`config.mk`:
```
export PLATFORM = sky130hd
export DESIGN_NAME = uart_tx_serializer
export DESIGN_NICKNAME = d
export VERILOG_FILES = /design/src/rtl/uart_pkg.sv /design/src/rtl/uart_baud_gen.sv /design/src/rtl/uart_tx_serializer.sv
export SDC_FILE = /design/constraint.sdc
export NUM_CORES = 1
export LEC_CHECK = 0
export CORE_ASPECT_RATIO = 1.4
export CORE_MARGIN = 2
export CORE_UTILIZATION = 45
export CTS_CLUSTER_DIAMETER = 50
export DETAILED_ROUTE_END_ITERATION = 6
export GPL_TIMING_DRIVEN = 0
export PLACE_DENSITY = 0.68
export RECOVER_POWER = 25
export SLEW_MARGIN = 20
export SYNTH_ARGS = -nofsm -noshare
export SYNTH_HDL_FRONTEND = slang
export SYNTH_SLANG_ARGS = --single-unit
```
`constraint.sdc`:
```
create_clock -name clock -period 2.3 [get_ports clock]
set_input_delay 0.23 -clock clock [delete_from_list [all_inputs] [get_ports clock]]
set_output_delay 0.23 -clock clock [all_outputs]
set_load 0.01 [all_outputs]
```
`src/rtl/uart_pkg.sv`:
```
// uart_pkg: definitions shared by the UART transmit and receive paths.
//   UART_DATA_SIZE : data bits per frame (matches the TX FIFO width)
//   UART_DIV_SIZE  : width of the programmable baud divisor
//   uart_state_e   : serializer frame states
// Build option: UART_TX_PARITY_EN adds the PARITY state.
package uart_pkg;

  localparam int UART_DATA_SIZE = 8;
  localparam int UART_DIV_SIZE  = 16;

`ifdef UART_TX_PARITY_EN
  typedef enum logic [2:0] {
    ST_IDLE   = 3'd0,
    ST_START  = 3'd1,
    ST_DATA   = 3'd2,
    ST_PARITY = 3'd3,
    ST_STOP   = 3'd4
  } uart_state_e;
`else
  typedef enum logic [2:0] {
    ST_IDLE   = 3'd0,
    ST_START  = 3'd1,
    ST_DATA   = 3'd2,
    ST_STOP   = 3'd4
  } uart_state_e;
`endif

endpackage

```
`src/rtl/uart_baud_gen.sv`:
```
// uart_baud_gen: bit-period timer.
//   clock : sole clock, rising edge
//   reset : asynchronous, active-low
//   clear : restart the period (count back to 0) on the next edge
//   div   : divisor; a period lasts div+1 cycles
//   tick  : high during the last cycle of each period
module uart_baud_gen
  import uart_pkg::*;
#(
  parameter int DIV_SIZE = UART_DIV_SIZE
) (
  input  logic                clock,
  input  logic                reset,
  input  logic                clear,
  input  logic [DIV_SIZE-1:0] div,
  output logic                tick
);

  logic [DIV_SIZE-1:0] cnt_q;
  logic [DIV_SIZE-1:0] cnt_d;

  assign tick = (cnt_q == div);

  always_comb begin
    cnt_d = cnt_q + DIV_SIZE'(1);
    if (clear || tick) begin
      cnt_d = '0;
    end
  end

  always_ff @(posedge clock or negedge reset) begin
    if (!reset) begin
      cnt_q <= '0;
    end else begin
      cnt_q <= cnt_d;
    end
  end

endmodule

```
`src/rtl/uart_tx_serializer.sv`:
```
// uart_tx_serializer: pops bytes from the TX FIFO and sends them LSB-first
// as asynchronous frames (start, data, optional parity, 1 or 2 stop bits).
//   clock, reset            : clock and asynchronous active-low reset
//   tx_en                   : allow new frames to start
//   nstop                   : 0 = one stop bit, 1 = two stop bits
//   div                     : bit period is div+1 cycles
//   fifo_empty/fifo_rd_data : TX FIFO head (combinational)
//   fifo_rd_en              : one-cycle pop strobe
//   txd                     : serial line, idle high (registered)
//   busy                    : frame in progress (registered)
// Build option: UART_TX_PARITY_EN adds parity_en/parity_odd and a parity bit.
module uart_tx_serializer
  import uart_pkg::*;
#(
  parameter int DATA_SIZE = UART_DATA_SIZE,
  parameter int DIV_SIZE  = UART_DIV_SIZE
) (
  input  logic                 clock,
  input  logic                 reset,
  input  logic                 tx_en,
  input  logic                 nstop,
  input  logic [DIV_SIZE-1:0]  div,
`ifdef UART_TX_PARITY_EN
  input  logic                 parity_en,
  input  logic                 parity_odd,
`endif
  input  logic                 fifo_empty,
  input  logic [DATA_SIZE-1:0] fifo_rd_data,
  output logic                 fifo_rd_en,
  output logic                 txd,
  output logic                 busy
);

  localparam int CNT_W = $clog2(DATA_SIZE + 1);

  uart_state_e          state_q,   state_d;
  logic [DATA_SIZE-1:0] shift_q,   shift_d;
  logic [CNT_W-1:0]     bit_cnt_q, bit_cnt_d;
  logic                 stop_cnt_q, stop_cnt_d;
  logic [DIV_SIZE-1:0]  div_q,     div_d;
  logic                 nstop_q,   nstop_d;
  logic                 txd_q,     txd_d;
  logic                 busy_q,    busy_d;
`ifdef UART_TX_PARITY_EN
  logic                 par_en_q,  par_en_d;
  logic                 par_bit_q, par_bit_d;
`endif

  logic pop;
  logic clear;
  logic tick;

  uart_baud_gen #(.DIV_SIZE(DIV_SIZE)) u_baud (
    .clock (clock),
    .reset (reset),
    .clear (clear),
    .div   (div_q),
    .tick  (tick)
  );

  // The pop strobe is combinational; gating with reset keeps it quiet while
  // reset is held even though the state decode would otherwise request one.
  assign fifo_rd_en = pop & reset;
  assign txd        = txd_q;
  assign busy       = busy_q;

  always_comb begin
    state_d    = state_q;
    shift_d    = shift_q;
    bit_cnt_d  = bit_cnt_q;
    stop_cnt_d = stop_cnt_q;
    div_d      = div_q;
    nstop_d    = nstop_q;
`ifdef UART_TX_PARITY_EN
    par_en_d   = par_en_q;
    par_bit_d  = par_bit_q;
`endif
    pop        = 1'b0;
    clear      = 1'b0;

    case (state_q)
      ST_IDLE: begin
        // Hold the baud counter at 0 so the start bit gets a full period.
        clear = 1'b1;
        if (tx_en && !fifo_empty) begin
          pop = 1'b1;
        end
      end
      ST_START: begin
        if (tick) state_d = ST_DATA;
      end
      ST_DATA: begin
        if (tick) begin
          shift_d   = shift_q >> 1;
          bit_cnt_d = bit_cnt_q + CNT_W'(1);
          if (bit_cnt_q == CNT_W'(DATA_SIZE - 1)) begin
`ifdef UART_TX_PARITY_EN
            state_d = par_en_q ? ST_PARITY : ST_STOP;
`else
            state_d = ST_STOP;
`endif
          end
        end
      end
`ifdef UART_TX_PARITY_EN
      ST_PARITY: begin
        if (tick) state_d = ST_STOP;
      end
`endif
      ST_STOP: begin
        if (tick) begin
          if (nstop_q && !stop_cnt_q) begin
            stop_cnt_d = 1'b1;
          end else if (tx_en && !fifo_empty) begin
            // Chain straight into the next frame with no idle gap.
            pop = 1'b1;
          end else begin
            state_d = ST_IDLE;
          end
        end
      end
      default: state_d = ST_IDLE;
    endcase

    // Everything describing a frame is captured at the pop, so control
    // register changes mid-frame only affect the following frame.
    if (pop) begin
      state_d    = ST_START;
      shift_d    = fifo_rd_data;
      bit_cnt_d  = '0;
      stop_cnt_d = 1'b0;
      div_d      = div;
      nstop_d    = nstop;
      clear      = 1'b1;
`ifdef UART_TX_PARITY_EN
      par_en_d   = parity_en;
      par_bit_d  = (^fifo_rd_data) ^ parity_odd;
`endif
    end

    // Outputs are registered: derive them from the state being entered.
    busy_d = (state_d != ST_IDLE);
    case (state_d)
      ST_START:  txd_d = 1'b0;
      ST_DATA:   txd_d = shift_d[0];
`ifdef UART_TX_PARITY_EN
      ST_PARITY: txd_d = par_bit_d;
`endif
      default:   txd_d = 1'b1;
    endcase
  end

  always_ff @(posedge clock or negedge reset) begin
    if (!reset) begin
      state_q    <= ST_IDLE;
      shift_q    <= '0;
      bit_cnt_q  <= '0;
      stop_cnt_q <= 1'b0;
      div_q      <= '0;
      nstop_q    <= 1'b0;
      txd_q      <= 1'b1;
      busy_q     <= 1'b0;
`ifdef UART_TX_PARITY_EN
      par_en_q   <= 1'b0;
      par_bit_q  <= 1'b0;
`endif
    end else begin
      state_q    <= state_d;
      shift_q    <= shift_d;
      bit_cnt_q  <= bit_cnt_d;
      stop_cnt_q <= stop_cnt_d;
      div_q      <= div_d;
      nstop_q    <= nstop_d;
      txd_q      <= txd_d;
      busy_q     <= busy_d;
`ifdef UART_TX_PARITY_EN
      par_en_q   <= par_en_d;
      par_bit_q  <= par_bit_d;
`endif
    end
  end

endmodule
```
## Word-level counts from Yosys, hierarchy flattened

Index checks and enable logic that the tools add are counted.

- Register bits after elaboration: 51
- Bits of input ports: 29
- Output and inout port bits: 3
- Logic and storage cells: 59

- Add/subtract/negate cells: 2
- Equal/unequal tests: 7
- Multiplexer cells: 26
- Bitwise operators: 1
- Reductions and logical operators: 13

Operators with widths:

| cell | number |
|---|---|
| $mux W8 | 3 |
| $mux W3 | 7 |
| $add A16 B1 Y16 const B | 1 |
| $eq A16 B16 Y1 | 1 |
| $mux W16 | 1 |
| $mux W4 | 3 |
| $pmux W3 S4 | 1 |
| $mux W1 | 9 |
| $reduce_bool A2 Y1 | 4 |
| $eq A3 B1 Y1 const B | 2 |
| $eq A3 B2 Y1 const B | 2 |
| $add A4 B1 Y4 const B | 1 |
| $eq A4 B3 Y1 const B | 1 |
| $pmux W1 S2 | 2 |
| $eq A3 B3 Y1 const B | 1 |
| $logic_not A3 Y1 | 1 |
| $reduce_and A3 Y1 | 1 |
| $reduce_bool A3 Y1 | 1 |
| $logic_and A1 B1 Y1 | 2 |
| $logic_not A1 Y1 | 2 |
| $reduce_and A2 Y1 | 1 |
| $and A1 B1 Y1 | 1 |
| $logic_or A1 B1 Y1 | 1 |

## Logic depth before layout (Yosys ltp)

- Depth in word-level cells: 9
- Gate-level depth with buffers: 8
- Depth with buffers taken out: 6

## Cells and area by module

Synthesis repeated with hierarchy kept, for this count alone.

- Cells, all modules: 219
- Area, all modules: 2,536.2 um^2

By module, submodules not included:

| module | times used | cells each | area each (um^2) | seq. area each (um^2) |
|---|---|---|---|---|
| uart_tx_serializer | 1 | 119 | 1,554.0 | 877.1 |
| uart_baud_gen | 1 | 100 | 982.2 | 400.4 |

## Worst setup path before layout

No wires, ideal clock.

- Kind: register to output
- From: register u_baud.cnt_q[0]
- To: output port fifo_rd_en
- Arrival: 1.876 ns
- Required time: 2.070 ns
- Slack: 0.194 ns
- Stages on the path, launching flop included: 8
- Buffers on the path: 2
- Path through: dfrtp_1 xor2_1 nor4_1 nand4_2 o21ai_4 buf_6 buf_6 and2_1

- Cells in the longest elaborated chain, start to end: 4

RTL lines:

| item | line | text |
|---|---|---|
| start: declaration | uart_baud_gen.sv:19 | `logic [DIV_SIZE-1:0] cnt_q;` |
| start signal: assignment | uart_baud_gen.sv:35 | `cnt_q <= cnt_d;` |
| $eq A16 B16 Y1 | uart_baud_gen.sv:22 | `assign tick = (cnt_q == div);` |
| $mux W1 | uart_tx_serializer.sv:111 | `if (tick) begin` |
| $pmux W1 S2 | uart_tx_serializer.sv:81 | `case (state_q)` |
| $and A1 B1 Y1 | uart_tx_serializer.sv:63 | `assign fifo_rd_en = pop & reset;` |
| end: declaration | uart_tx_serializer.sv:29 | `output logic fifo_rd_en,` |

Every way passes these cells.

## Final worst setup path

Ends and elaborated chain as after synthesis.

==> impl_metrics.ini <==
[clock_network]
cts-htree-levels = 2
clock-sinks = 51
cts_tree = yes
cts_buffers = 5
cts_root_buf = clkbuf_8
clk_latency_ns = 0.31
cts_buffer_depth = 2
clk_pin_slew_ns = 0.09

[global_route]
grt_max_degree = 53
antenna_found_initial = 0
grt_pass1_wl_mm = 7.98
grt.overflow.total = 0
track_usage_pct = 17.2
grt_pass1_vias = 1741

[synth]
synth_edf_count = 0
ys_seq_area_share_pct = 52.2
synthCells = 217
synth_fp_nets = 248
synth_top_area_share_pct = 51.1
async_flop_share_pct = 100
ys_warn_count = 0
synthFlopType = dfrtp_1
synth.most_common_cell = dfrtp_1
syn_area_per_cell_sq_um = 11.3
synthTopCellsByCount = dfrtp_1 (50), nor2_1 (21), xor2_1 (21)
ys_ff_latch = 51
synthTopCellsByArea = dfrtp_1 (51%), mux2_1 (7.8%), xor2_1 (7.5%), nor2_1 (3.2%), xnor2_1 (2.9%)
synth_area_sq_mm = 0.00245
yosys.area.top_type = dfrtp_1
synth.distinct_cells = 39

[critical_path]
cp-end-kind = output pin
max_stage_delay_ns = 0.42
ff2ff_setup_slack_ns = 0.13
start_kind = register
worst_ep_arrival_time_ns = 2.03
r2r_start = u_baud.cnt_q[0]
critical_path_required_ns = 2.07
path_class = reg2out
worstPathCellList = xor2_1 > nor4_2 > nand4_2 > o21ai_4 > buf_8 > and2_4 > buf_6
critPathMaxFanout = 7
slowest_stage = dfrtp_2
r2r-end = div_q[15]
reg2regPathDepth = 7

[floorplanning]
die_area_sq_mm = 0.00605
start_util_pct = 47.1
fp.dieH_um = 91.3
chipWidth_um = 66.3
placementRows = 31
core_sq_mm = 0.00520
pin_count = 32

[cells_and_area]
synthToLayoutAreaGrowth_pct = 26.8
regArea_sq_mm = 0.00128
diodes = 0
fillers = 465
drive_gt1_share_pct = 16.4
fin_cells = 335
nNetsFinal = 299
multi_input_area_sq_mm = 0.00113

[placement]
dp.cells = 314
gp_congestion = 0.780
port_buffers = 31
dp_hpwl_mm = 3.26

[sta]
skew_ns = 0.00846
finalSetupViolCount = 0
fin_crit_sh_pct = 98.0
max_slew_margin_pct = 38.9
rsz0062_at_grt = yes
finalCriticalPeriod_ns = 2.26
drv_slew = 0
hold_ws_ns = 0.464
worst_pin_slew_ns = 0.909
timing_hold_violations_final = 0
clock.fmax_ghz = 0.443

[detailed_routing]
totalWireLength_mm = 4.87
vias = 1751
vias_per_cell = 5.23
avgRoutedWirePerCell_um = 14.5
first_iter_violations = 40
antenna_left = 0
route.detailed.drc = 0
dr.pass1.iters = 4

[power]
pwr-share-seq_pct = 49.7
powerDensity_mw_per_mm2 = 927
pwr-share-clk_pct = 19.7
p_sw_mw = 0.921
p_int_mw = 1.96
p_leak_nw = 1.38
ir_worst_vdd_mv = 0.491
comb_power_share_pct = 30.6
p_sw_share_pct = 32.0
power_mw = 2.88

[hold_path]
holdPathEnd = shift_q[7]
hold_depth = 3
hold_class = in2reg
hp-start = fifo_rd_data[7]

[run]
maxCapViolCount = 0

[run_status]
status = completed
==> cells by family (layout without fill, tap and decap cells) <==
family                   count (synthesis)  after routing  share of synthesized area [%]
AO/OA/AOI/OAI                           34             34                           9.87
XOR/XNOR                                29             29                           10.4
adder cells (fa/ha/maj)                  2              2                           1.02
buffers and inverters                   13             65                           2.97
flip-flops                              51             51                           52.2
multiplexers                            17             17                           7.82
AND/OR/NAND/NOR                         71             71                           15.7
==> how the worst max path moves through the flow <==
stage,start,to,slack (ns),cells after the start
after global routing,u_baud.cnt_q[8],fifo_rd_en,-0.08,7
after CTS,u_baud.cnt_q[5],fifo_rd_en,0.03,7
after global placement,reset,fifo_rd_en,-1.20,3
final,u_baud.cnt_q[0],fifo_rd_en,0.04,7
after detailed placement,u_baud.cnt_q[0],fifo_rd_en,-0.73,8
after floorplan,u_baud.cnt_q[0],fifo_rd_en,0.19,7
==> critical path: cells and delay by family, from the launching register on <==
| kind | cells | cell delay (ns) |
|---|---|---|
| AND/OR/NAND/NOR | 3 | 0.71 |
| XOR/XNOR | 1 | 0.15 |
| AO/OA/AOI/OAI | 1 | 0.22 |
| buffers and inverters | 2 | 0.22 |
| flip-flops | 1 | 0.42 |
==> flip-flops by register name, indices dropped and copies added, names as in the netlist <==
register and count:
bit_cnt_q 4, busy 1, div_q 16, nstop_q 1, shift_q 8, state_q 3, stop_cnt_q 1, txd 1
u_baud.cnt_q 16
==> layout by cell type, fill, tap and decap left out, drive strengths merged <==
cell type	n
dfrtp	50
clkdlybuf4s50	29
nor2	22
xor2	21
mux2	17
buf	17
clkbuf	11
nand2	9
nand3	8
a21oi	8
xnor2	8
o21ai	8
inv	7
a21o	7
nor3	7
a22o	6
nor4	5
or3	4
nor3b	3
nand4	3
and3	2
nor2b	2
ha	2
and2	2
o31ai	2
and4	1
or3b	1
o22ai	1
nand3b	1
a221oi	1
a2111oi	1
nand4b	1
dlygate4sd3	1
dfstp	1
==> per-stage QoR <==
step                      setup TNS [ns]  worst slack [ns]  utilization, %  cell area (sq um)
after floorplan                        0             0.194               -               2450
after CTS                              0            0.0280            57.7               3000
after global routing             -0.0825           -0.0825            59.7               3100
after detailed placement           -4.87            -0.726            54.6               2840
after global placement            -32.62             -1.20            54.6               2840
final                                  0            0.0449            59.7               3100
==> area by class of cell <==
class | instances | share of cell area (%)
buffer | 5 | 1.57
multi-input combinational | 153 | 36.4
tap | 66 | 2.66
timing repair buffer | 45 | 14.0
clock buffer | 8 | 3.22
sequential | 51 | 41.3
inverter | 7 | 0.846
==> layer usage <==
metal / global-route usage [%] / vias up / part of all wire, %
met1: 21.2 / 859 / 42
met5: 0 / - / 0
met2: 29.6 / 25 / 55
met4: 5.10 / 0 / 1.0
met3: 3.72 / 4 / 2.7
li1: - / 863 / -
==> power groups by stage <==
stage	clock, mW	combinational [mW]	sequential (mW)
after floorplan	0	0.545	1.41
after global placement	0	0.741	1.46
after detailed placement	0	0.759	1.47
after CTS	0.576	0.817	1.45
after global routing	0.622	0.977	1.47
final	0.567	0.879	1.43
==> timing repair <==
| item | CTS | global route |
|---|---|---|
| resized for setup | 8 | 11 |
| hold buffers | 1 | 0 |
| endpoints found under the hold margin | 50 | 0 |
| setup endpoints to repair | 37 | 26 |
| pin swaps | 5 | 6 |
| gates cloned | 0 | 1 |
| setup buffers | 6 | 7 |
Note: power is estimated with default switching activity, not from simulation.
